### src/rtl/alu_pkg.sv
// Shared ALU encodings: control codes, main-decoder classes and R-type funct values.
package alu_pkg;

  localparam logic [3:0] ALU_AND = 4'd0;
  localparam logic [3:0] ALU_OR  = 4'd1;
  localparam logic [3:0] ALU_ADD = 4'd2;
  localparam logic [3:0] ALU_XOR = 4'd3;
  localparam logic [3:0] ALU_SUB = 4'd6;

  localparam logic [1:0] ALUOP_ADD   = 2'b00;
  localparam logic [1:0] ALUOP_SUB   = 2'b01;
  localparam logic [1:0] ALUOP_RTYPE = 2'b10;
  localparam logic [1:0] ALUOP_OR    = 2'b11;

  localparam logic [5:0] FUNCT_ADD = 6'b100000;
  localparam logic [5:0] FUNCT_SUB = 6'b100010;
  localparam logic [5:0] FUNCT_AND = 6'b100100;
  localparam logic [5:0] FUNCT_OR  = 6'b100101;
  localparam logic [5:0] FUNCT_XOR = 6'b100110;

endpackage

### src/rtl/alu_ctrl_dec.sv
// ALU control decoder: maps main-decoder class and funct to the 4-bit ALU code.
module alu_ctrl_dec
  import alu_pkg::*;
(
  input  logic [1:0] alu_op,
  input  logic [5:0] funct,
  output logic [3:0] alu_cont,
  output logic       illegal
);

  always_comb begin
    alu_cont = ALU_ADD;
    illegal  = 1'b0;
    unique case (alu_op)
      ALUOP_ADD: alu_cont = ALU_ADD;
      ALUOP_SUB: alu_cont = ALU_SUB;
      ALUOP_OR:  alu_cont = ALU_OR;
      ALUOP_RTYPE: begin
        unique case (funct)
          FUNCT_ADD: alu_cont = ALU_ADD;
          FUNCT_SUB: alu_cont = ALU_SUB;
          FUNCT_AND: alu_cont = ALU_AND;
          FUNCT_OR:  alu_cont = ALU_OR;
          FUNCT_XOR: alu_cont = ALU_XOR;
          default: begin
            alu_cont = ALU_ADD;
            illegal  = 1'b1;
          end
        endcase
      end
      default: alu_cont = ALU_ADD;
    endcase
  end

endmodule

### src/rtl/ex_issue_stage.sv
// EX issue stage: decodes, drives the external ALU and registers one EX/MEM slot.
// Optional EX_FWD_EN bypasses the slot result back onto operand A/B.
module ex_issue_stage
  import alu_pkg::*;
#(
  parameter int DATA_W  = 32,
  parameter int RADDR_W = 5
) (
  input  logic               clk,
  input  logic               rst,
  input  logic               in_valid,
  output logic               in_ready,
  input  logic [1:0]         alu_op,
  input  logic [5:0]         funct,
  input  logic [DATA_W-1:0]  rs_data,
  input  logic [DATA_W-1:0]  rt_data,
  input  logic [DATA_W-1:0]  imm,
  input  logic               alu_src,
  input  logic [RADDR_W-1:0] rs_addr,
  input  logic [RADDR_W-1:0] rt_addr,
  input  logic [RADDR_W-1:0] rd_addr,
  input  logic               reg_write,
  input  logic               flush,
  output logic [DATA_W-1:0]  alu_in1,
  output logic [DATA_W-1:0]  alu_in2,
  output logic [3:0]         alu_cont,
  input  logic [DATA_W-1:0]  alu_out,
  input  logic               alu_z,
  output logic               out_valid,
  input  logic               out_ready,
  output logic [DATA_W-1:0]  out_result,
  output logic               out_zero,
  output logic [DATA_W-1:0]  out_store,
  output logic [RADDR_W-1:0] out_rd,
  output logic               out_reg_write,
  output logic               out_illegal
);

  logic              illegal;
  logic              accept;
  logic [DATA_W-1:0] op_a;
  logic [DATA_W-1:0] op_b;

  alu_ctrl_dec u_dec (
    .alu_op   (alu_op),
    .funct    (funct),
    .alu_cont (alu_cont),
    .illegal  (illegal)
  );

`ifdef EX_FWD_EN
  logic slot_wr;
  logic fwd_a;
  logic fwd_b;

  // Only a live, writing, non-r0 slot may bypass.
  assign slot_wr = out_valid & out_reg_write & (out_rd != '0);
  assign fwd_a   = slot_wr & (out_rd == rs_addr);
  assign fwd_b   = slot_wr & (out_rd == rt_addr);
  assign op_a    = fwd_a ? out_result : rs_data;
  assign op_b    = fwd_b ? out_result : rt_data;
`else
  logic addr_unused;

  assign addr_unused = ^{rs_addr, rt_addr};
  assign op_a        = rs_data;
  assign op_b        = rt_data;
`endif

  assign alu_in1  = op_a;
  assign alu_in2  = alu_src ? imm : op_b;
  assign in_ready = ~out_valid | out_ready;
  assign accept   = in_valid & in_ready & ~flush;

  always_ff @(posedge clk or posedge rst) begin
    if (rst) begin
      out_valid     <= 1'b0;
      out_result    <= '0;
      out_zero      <= 1'b0;
      out_store     <= '0;
      out_rd        <= '0;
      out_reg_write <= 1'b0;
      out_illegal   <= 1'b0;
    end else if (accept) begin
      out_valid     <= 1'b1;
      out_result    <= alu_out;
      out_zero      <= alu_z;
      out_store     <= op_b;
      out_rd        <= rd_addr;
      out_reg_write <= reg_write;
      out_illegal   <= illegal;
    end else if (out_ready | flush) begin
      out_valid <= 1'b0;
    end
  end

endmodule

### config.mk
export PLATFORM = sky130hd
export DESIGN_NAME = ex_issue_stage
export DESIGN_NICKNAME = d
export VERILOG_FILES = /design/src/rtl/alu_pkg.sv /design/src/rtl/alu_ctrl_dec.sv /design/src/rtl/ex_issue_stage.sv
export SDC_FILE = /design/constraint.sdc
export NUM_CORES = 1
export LEC_CHECK = 0
export CAP_MARGIN = 20
export CORE_MARGIN = 4
export CORE_UTILIZATION = 30
export CTS_CLUSTER_DIAMETER = 50
export DETAILED_ROUTE_END_ITERATION = 6
export PLACE_DENSITY = 0.77
export SKIP_CTS_REPAIR_TIMING = 1
export SYNTH_ARGS = -nofsm -noshare
export SYNTH_HDL_FRONTEND = slang
export SYNTH_SLANG_ARGS = --single-unit
### constraint.sdc
create_clock -name clk -period 2.8 [get_ports clk]
set_input_delay 0.84 -clock clk [delete_from_list [all_inputs] [get_ports clk]]
set_output_delay 0.84 -clock clk [all_outputs]
set_load 0.1 [all_outputs]
=== Yosys cells after proc, flatten, opt, wreduce, memory -nomap -nowiden ===
Index checks and enable logic that the tools add are counted.

* Equal/unequal tests: 8
* Multiplexer cells: 7
* Bitwise logic cells: 6
* Reduce and logical (&&, ||, !) cells: 3

{| class="wikitable"
|+ Operators with widths
! kind !! count
|-
| two-way mux 32 bit || 1
|-
| == test 6 bit (second input constant) || 5
|-
| one-hot mux 4 bit (4 select lines) || 1
|-
| one-hot mux 3 bit (4 select lines) || 1
|-
| OR reduction 5 bit || 1
|-
| == test 2 bit (second input constant) || 2
|-
| two-way mux 1 bit || 4
|-
| AND 1 bit || 2
|-
| == test 2 x 1 -> 1 bit (second input constant) || 1
|-
| zero test 2 bit || 1
|-
| inverter 1 bit || 2
|-
| bitwise OR 1 bit || 2
|-
| nonzero test 2 bit || 1
|}

* Register bits: 73
* Bits of input ports: 159
* Output and inout bits: 142
* Word-level logic and storage cells: 31

=== Longest topological paths before layout ===
Gate-level depths: netlist (run 1).

* Depth after elaboration: 5
* Mapped depth: 5
* Gate-level depth less buffers: 4

=== Cells and area by module ===
From an unflattened synthesis (run 1), not the netlist that was laid out.

* Cell total of the unflattened synthesis: 243
* Area, all modules: 3,811.2 um2

{| class="wikitable"
|+ Modules (own cells, without submodules)
! module !! times used !! cells each !! area each (um2) !! sequential area each (um2)
|-
| ex_issue_stage || 1 || 227 || 3,712.3 || 1,826.8
|-
| alu_ctrl_dec || 1 || 16 || 98.8 || 0.0
|}

=== Worst setup path before layout (run 1) ===
No wires, ideal clock.

* Path kind: input to output
* Start: in funct[4]
* End: out alu_cont[0]
* Arrival time: 3.360 ns
* Required time: 1.960 ns
* Path slack: -1.400 ns
* Stages on the path: 3
* Path buffers: 0
* Path through: nor3b_1 -> nand3_1 -> a21boi_0

* Cells in the longest elaborated chain, start to end: 3
* Elaborated cells between the ends (all ways): 6
* Those cells by class: 4 x eq/ne; 2 x mux

{| class="wikitable"
|+ Ends and longest elaborated chain
! item !! RTL line !! RTL
|-
| from (decl) || ex_issue_stage.sv:14 || <nowiki>input logic [5:0] funct,</nowiki>
|-
| == test 6 bit || alu_ctrl_dec.sv:19 || <nowiki>unique case (funct)</nowiki>
|-
| one-hot mux 3 bit (4 select lines) * || alu_ctrl_dec.sv:19 ||
|-
| one-hot mux 4 bit (4 select lines) * || alu_ctrl_dec.sv:14 || <nowiki>unique case (alu_op)</nowiki>
|-
| to (decl) || ex_issue_stage.sv:26 || <nowiki>output logic [3:0] alu_cont,</nowiki>
|}

Mark *: on every way between the ends. The rest lies on a longest branch, timed or not. The select of a mux whose other input is x is not followed.

=== Final worst setup path (run 1) ===
* Start: in funct[2]
* End: out alu_cont[2]

Same word-level chain as after synthesis.

==> results of run 1 <==
[synthesized netlist by cell type, drive strengths merged]
| cell type | n | area share (%) |
|---|---|---|
| mux2 | 103 | 37 |
| dfrtp | 73 | 48 |
| buf | 44 | 11 |
| inv | 4 | 0.39 |
| nor3b | 3 | 0.72 |
| nand4b | 2 | 0.46 |
| nor2 | 2 | 0.20 |
| nor2b | 2 | 0.52 |
| o22ai | 2 | 0.33 |
| a21boi | 1 | 0.20 |
| a21oi | 1 | 0.13 |
| clkbuf | 1 | 0.098 |
| conb | 1 | 0.098 |
| nand2b | 1 | 0.16 |
| nand3 | 1 | 0.13 |
| o21ai | 1 | 0.13 |
| or3b | 1 | 0.23 |
| xor2 | 1 | 0.23 |
[power groups by stage]
stage,Sequential [mW],Clock [mW],Combinational (mW)
6_report,1.34,1.16,2.75
5_1_grt,1.37,1.24,2.82
4_1_cts,1.35,1.20,2.77
3_5_place_dp,1.36,0,2.76
3_3_place_gp,1.35,0,2.75
2_1_floorplan,2.66,0,0.922
[cells by family (layout without fill, tap and decap cells)]
kind of cell / after synthesis / count (layout)
compound gates: 5 / 5
xor+xnor: 1 / 1
flops: 73 / 73
buf+inv: 49 / 258
other cells: 1 / 1
mux: 103 / 103
simple gates: 12 / 12
[how the worst max path moves through the flow]
stage                              to  slack [ns]  cells after the start
after floorplan           alu_cont[0]       -0.09                      3
after global placement    alu_cont[1]       -0.37                      5
after detailed placement  alu_cont[1]       -0.43                      5
after CTS                 alu_cont[1]       -0.43                      5
after global routing      alu_cont[2]      -0.003                      4
final                     alu_cont[2]        0.05                      4
[per-stage QoR]
stage | util [%] | instances
floorplan | - | 244
global placement | 50.81 | 604
detailed placement | 50.81 | 604
CTS | 53.33 | 620
global route | 53.82 | 621
finish | 53.82 | 621
[layer usage]
metal	wire length [um]	global-route usage, %	vias to the layer above
li1	-	-	1223
met1	4118	16.94	1331
met2	5616	25.25	146
met3	1080	5.800	29
met4	281	6.516	0
met5	0	0	-
[registers in the layout, indices dropped and copies added (netlist names)]
register       cells
out_illegal        1
out_zero           1
out_reg_write      1
out_result        32
out_rd             5
out_store         32
out_valid          1
[placed cells by master, fill, tap and decap left out, drive strengths merged]
cell type	netlist	layout
clkinv	0	3
nor2	2	2
o21ai	1	1
mux2	103	103
nand4b	2	2
nor2b	2	2
dfrtp	73	73
clkinvlp	0	1
o22ai	2	2
bufinv	0	1
nand3	1	1
buf	44	122
a21boi	1	1
conb	1	1
dlymetal6s2s	0	8
clkdlybuf4s50	0	108
clkbuf	1	12
a21oi	1	1
or3b	1	1
inv	4	3
nand2b	1	1
nor3b	3	3
xor2	1	1
[area by class of cell]
type | instances | area, um2 | share of cell area (%)
Multi-Input combinational cell | 122 | 1614 | 24.56
Clock inverter | 4 | 51.30 | 0.7805
Tap cell | 168 | 210.2 | 3.198
Clock buffer | 12 | 256.5 | 3.903
Sequential cell | 73 | 1827 | 27.79
Timing Repair Buffer | 238 | 2597 | 39.52
Inverter | 4 | 16.27 | 0.2475
[worst max-delay path, stage by stage]
cell	delay [ns]
clkdlybuf4s50_1	0.47
nand4b_1	0.25
o22ai_4	0.15
buf_12	0.20
==> impl_metrics.ini, run 1 <==
[floorplanning]
core_um2 = 12210
start_util_pct = 31.23
fp.dieH_um = 120.8
io_pins = 301
die_area_um2 = 14580
rows = 40
fp.dieW_um = 120.8

[job]
drv_cap = 0

[min_path]
hold_path.class = reg2reg
holdPathStages = 1
hp-start = out_result[5]
min_to = out_result[5]

[critical_path]
cp.required_ns = 1.96
reg2reg_slack_ns = 1.14
cp_max_fo = 4
cp-startpoint = funct[2]
critPathLaunchType = input pin
reg2reg_depth = 4
cp.arrival_ns = 1.91
path_class = in2out
cp-end-kind = output port
reg2reg_from = out_valid
reg2reg_to = out_result[17]

[routing]
vias = 2729
final_antenna_net_count = 0
routed_wl_um = 11100
remaining_drc_errors = 0
wl_per_cell_um = 17.87
first_pass_iters = 3
first_iter_violations = 81
via_per_inst = 4.395

[global_route]
grtUsageTotal_pct = 15.02
grt_pass1_wl_um = 16880
overflow = 0
antenna_found_initial = 0
grt_pass1_vias = 2965
grt_max_degree = 74

[yosys]
synthMuxAreaShare_pct = 37.20
avgSynthCellArea_um2 = 15.63
ys_seq_area_share_pct = 47.90
synthCells = 244
synth_cell_types = 25
synth_simple_gate_area_share_pct = 2.428
synth_top_family_by_area = multiplexers
syn_nets = 403
synth_seq_cells = 73
synthAdderAreaFrac_pct = 0
yosys_warnings = 0
synth_compound_area_share_pct = 0.7874
synthXorXnorAreaFrac_pct = 0.2297
synth.cell_area_um2 = 3814

[clock_tree]
h-tree-depth = 3
cts_tree = built
cts_root_buffer = clkbuf_16
cts_buffer_depth = 2
worstSkewPairLatency_ns = 0.33
clkTransAtPathRegs_ns = 0.05
cts.sinks = 73
numCtsBuffers = 9

[power_and_ir_drop]
seqPwrFrac_pct = 25.6
power.internal_mw = 2.791
p_sw_share_pct = 46.87
ir_drop_v = 0.0003974
p_comb_share_pct = 52.4
leakage_nw = 3.025
totalPowerFinal_mw = 5.253
p_sw_mw = 2.462
powerDensity_nw_per_um2 = 799.2
p_clk_share_pct = 22.0

[layout]
fillers = 1046
drive_gt1_share_pct = 54.75
area_delta_synth_final_pct = 72.34
final_nets = 607
stdcell_area_um2 = 6573
antenna_cells = 0

[timing]
final-setup-viol-count = 0
fmax_mhz = 363.0
setup_tns_ns = 0
period_share_pct = 98.37
period_needed_ns = 2.754
final.setup.worst_slack_ns = 0.04554
whs_ns = 0.5083
fin_skew_ns = 0.003599
final-hold-violation-count = 0
drv_slew = 0

[outcome]
run_status = finished, final reports clean

[placement]
place_congestion = 0.7145
preCtsSetupSlack_ns = -0.4289
port_buffers = 225
post_dp_cell_area_um2 = 6205
dpl.hpwl_um = 8741
Note: power is estimated with default switching activity, not from simulation.
==> run 2, diff against run 1 <==
GPL_ROUTABILITY_DRIVEN = 1   (was not set)
clock period = 2.49 ns   (was 2.8 ns; I/O delays follow)
==> impl_metrics.ini, run 2 (synthesized netlist as in run 1, its figures left out) <==
[floorplanning]
fp.dieW_um = 120.8
die_area_um2 = 14580
fp.dieH_um = 120.8
io_pins = 301
core_um2 = 12210
rows = 40
start_util_pct = 31.23

[routing]
via_per_inst = 4.457
first_pass_iters = 4
first_iter_violations = 125
remaining_drc_errors = 0
dr.max_layer_used = met4
vias = 2790
wl_met1_um = 4300
routed_wl_um = 12000
wl_met3_um = 1185
wl_per_cell_um = 19.17
wl_met2_um = 6201
final_antenna_net_count = 0

[critical_path]
critPathLaunchType = input pin
reg2reg_slack_ns = 0.90
cp.required_ns = 1.74
cp-end-kind = output port
reg2reg_to = out_store[22]
path_class = in2out
cp_max_fo = 2
reg2reg_from = out_valid
reg2reg_depth = 5
cp.arrival_ns = 1.74

[clock_tree]
cts_root_buffer = clkbuf_16
cts_tree = built
clkTransAtPathRegs_ns = 0.06
h-tree-depth = 3
cts.sinks = 73
cts_buffer_depth = 2
numCtsBuffers = 9
worstSkewPairLatency_ns = 0.33

[layout]
fillers = 1029
area_delta_synth_final_pct = 74.48
final_nets = 612
drive_gt1_share_pct = 56.77
layout_common_cells = 105 x clkdlybuf4s50_1, 86 x buf_4, 73 x dfrtp_1
regArea_um2 = 1827
multi_input_area_um2 = 1629
antenna_cells = 0
stdcell_area_um2 = 6654
reg_top3 = out_result (32), out_store (32), out_rd (5)
layout_commonest_cell = clkdlybuf4s50_1

[job]
drv_cap = 0

[placement]
post_dp_cell_area_um2 = 6252
place_congestion = 0.7497
dpl.hpwl_um = 9458
port_buffers = 225

[power_and_ir_drop]
p_comb_share_pct = 51.2
power.internal_mw = 3.275
p_sw_mw = 2.811
ir_drop_v = 0.0003781
leakage_nw = 3.069
powerDensity_nw_per_um2 = 914.7
totalPowerFinal_mw = 6.086
p_sw_share_pct = 46.19
p_clk_share_pct = 24.0
seqPwrFrac_pct = 24.8

[min_path]
min_to = out_result[20]
holdPathStages = 1
hp-start = out_result[20]
hold_path.class = reg2reg

[global_route]
grt_pass1_wl_um = 18290
antenna_found_initial = 0
overflow = 0
grtUsageTotal_pct = 16.39
grt_pass1_vias = 3127
grt_max_degree = 74

[timing]
final-hold-violation-count = 0
fin_skew_ns = 0.007281
drv_slew = 0
final-setup-viol-count = 0
rsz0062_at_grt = true
period_needed_ns = 2.488
period_share_pct = 99.92
fmax_mhz = 401.9

[outcome]
run_status = finished, final reports clean
[run 2: cell count changes in the layout (fill, tap and decap cells not counted), moves of 2 or more]
cell,before,now
mux2_1,2,0
mux2_2,32,34
clkdlybuf4s50_1,108,105
buf_6,0,3
buf_4,82,86
[run 2: cell type report]
class                      count  share of cell area [%]
sequential                    73                   27.45
timing repair buffer         243                   39.51
multi-input combinational    122                   24.48
clock buffer                  12                   4.005
clock inverter                 4                   1.109
tap                          168                   3.159
inverter                       4                  0.2821
[run 2: stage by stage]
step                worst slack [ns]  setup TNS (ns)  hold slack, ns  util [%]  cells
global placement             -0.4354          -1.117          0.4934     51.20    608
finish                      0.002014               0          0.5094     54.49    626
global route                -0.05102        -0.07948          0.5253     54.49    626
detailed placement           -0.4772          -1.327          0.4938     51.20    608
floorplan                   0.007848               0          0.8134         -    244
CTS                          -0.4764          -1.345          0.5105     53.99    624
[run 2: power groups by stage]
stage                     registers, mW  clock network [mW]  logic (mW)
final                              1.51                1.46        3.12
after global routing               1.54                1.54        3.19
after CTS                          1.51                1.49        3.13
after detailed placement           1.53                   0        3.12
after global placement             1.52                   0        3.11
after floorplan                    2.99                   0        1.04
[run 2: layer usage]
metal | up-vias | track usage (%)
met3 | 25 | 6.642
met4 | 0 | 7.365
met5 | - | 0
met1 | 1354 | 17.82
li1 | 1239 | -
met2 | 172 | 27.98
[run 2: worst max path at each step]
stage          cells past startpoint  slack (ns)  startpoint           to
3_5_place_dp                       5       -0.48    funct[5]  alu_cont[1]
3_3_place_gp                       5       -0.44    funct[5]  alu_cont[1]
2_1_floorplan                      3       0.008    funct[4]  alu_cont[2]
4_1_cts                            5       -0.48    funct[5]  alu_cont[1]
6_report                           6       0.002    funct[3]  alu_cont[2]
5_1_grt                            6       -0.05    funct[3]  alu_cont[2]
[run 2: worst max-delay path: stages]
cell and delay (ns):
buf_6 0.10, buf_6 0.11, nor3b_4 0.23, nand4b_1 0.19, o22ai_4 0.17, buf_12 0.20
==> run 3, diff against run 2 <==
GPL_TIMING_DRIVEN = 0   (was not set)
==> impl_metrics.ini, run 3 (synthesized netlist as in run 1, its figures left out) <==
[timing]
setup_tns_ns = -0.02510
final-setup-viol-count = 1
rsz0062_at_grt = true
final-hold-violation-count = 0
period_share_pct = 101.0
worstMarginPinSlew_ns = 1.091
period_needed_ns = 2.515
drv_slew = 0
relSlewSlack_pct = 27.15
fmax_mhz = 397.6
fin_skew_ns = 0.006027
final.setup.worst_slack_ns = -0.02510

[floorplanning]
fp.dieH_um = 120.8
rows = 40
core_um2 = 12210
io_pins = 301
start_util_pct = 31.23
die_area_um2 = 14580
fp.dieW_um = 120.8

[layout]
layout_commonest_cell = dlymetal6s2s_1
area_delta_synth_final_pct = 91.67
final_nets = 671
fin_util_pct = 59.86
antenna_cells = 0
layout_common_cells = 110 x dlymetal6s2s_1, 107 x clkdlybuf4s50_1, 73 x dfrtp_1
final_cell_count_no_fill = 685
reg_top3 = out_result (32), out_store (32), out_rd (5)
drive_gt1_share_pct = 41.78
fillers = 977

[critical_path]
critPathLaunchType = input pin
cp.required_ns = 1.74
cp-end-kind = output port
path_class = in2out
cp.arrival_ns = 1.77
cp_max_fo = 2

[placement]
place_congestion = 0.7702
preCtsSetupSlack_ns = -1.372
placedCellCount = 669
port_buffers = 256
dpl.hpwl_um = 10430

[routing]
final_antenna_net_count = 0
routed_wl_um = 13320
remaining_drc_errors = 0
vias = 2990
wl_per_cell_um = 19.45
first_iter_violations = 102
first_pass_iters = 4
via_per_inst = 4.365

[clock_tree]
h-tree-depth = 3
worstSkewPairLatency_ns = 0.33
cts_buffer_depth = 2
cts_root_buffer = clkbuf_16
cts_tree = built
clkTransAtPathRegs_ns = 0.05
cts.sinks = 73
numCtsBuffers = 9

[power_and_ir_drop]
leakage_nw = 4.108
powerDensity_nw_per_um2 = 862.9
ir_drop_v = 0.0003899
totalPowerFinal_mw = 6.307

[global_route]
grtUsageTotal_pct = 17.25
grt_pass1_vias = 3416
overflow = 0
grt_pass1_wl_um = 19420
grt_max_degree = 43
antenna_found_initial = 0

[outcome]
run_status = finished, violations left
violations = negative setup slack

[job]
drv_cap = 0

[min_path]
hold_path.class = reg2reg
-- run 3: cell types whose count changed in the layout (fill, tap and decap cells not counted), sizes merged --
| cell | delta |
|---|---|
| dlymetal6s2s | +103 |
| buf | -50 |
| clkdlybuf4s50 | +2 |
| clkbuf | +4 |
-- run 3: path summary, 6_finish.rpt --
kind / startpoint / to / slack [ns] / depth (start not counted)
max in group asynchronous: rst / out_store[5] / 0.93 / 3
worst min-delay path: out_result[20] / out_result[20] / 0.50 / 1
worst max-delay path: funct[5] / alu_cont[1] / -0.03 / 5
worst max register to register: out_valid / out_result[8] / 0.93 / 5
worst min register to register: out_result[20] / out_result[20] / 0.50 / 1
min in group asynchronous: rst / out_store[31] / 0.91 / 2
-- run 3: power by group --
group / switching (mW) / total [mW] / internal, mW / leakage (nW)
registers: 0.110 / 1.50 / 1.39 / 0.861
clock network: 0.485 / 1.44 / 0.959 / 0.169
logic: 2.40 / 3.37 / 0.964 / 3.08
-- run 3: worst max-delay path, stage by stage --
cell and delay (ns):
dlymetal6s2s_1 0.11, or3b_4 0.41, nor3b_4 0.25, o21ai_4 0.08
buf_12 0.17
-- run 3: area by class of cell --
cell class	instances	area [um2]	share of cell area, %
plain buffers	45	444.2	6.077
clock inverters	4	73.82	1.010
clock buffers	12	266.5	3.646
repair buffers	257	2845	38.93
well taps	168	210.2	2.876
multi-input cells	122	1624	22.22
flip-flops and latches	73	1827	24.99
inverters	4	18.77	0.2568
-- run 3: layer usage --
metal / GRT usage (%) / vias up / wire length (um) / part of all wire [%]
li1: - / 1351 / - / -
met1: 18.98 / 1463 / 4857 / 36
met2: 31.09 / 164 / 7122 / 53
met3: 6.127 / 12 / 1176 / 8.8
met4: 5.170 / 0 / 163 / 1.2
met5: 0 / - / 0 / 0
-- run 3: stage by stage --
stage,cell area [um2],hold slack (ns)
detailed placement,6651,0.4906
floorplan,3859,0.8134
global placement,6631,0.4901
global route,7310,0.5202
CTS,6992,0.5097
finish,7310,0.5027
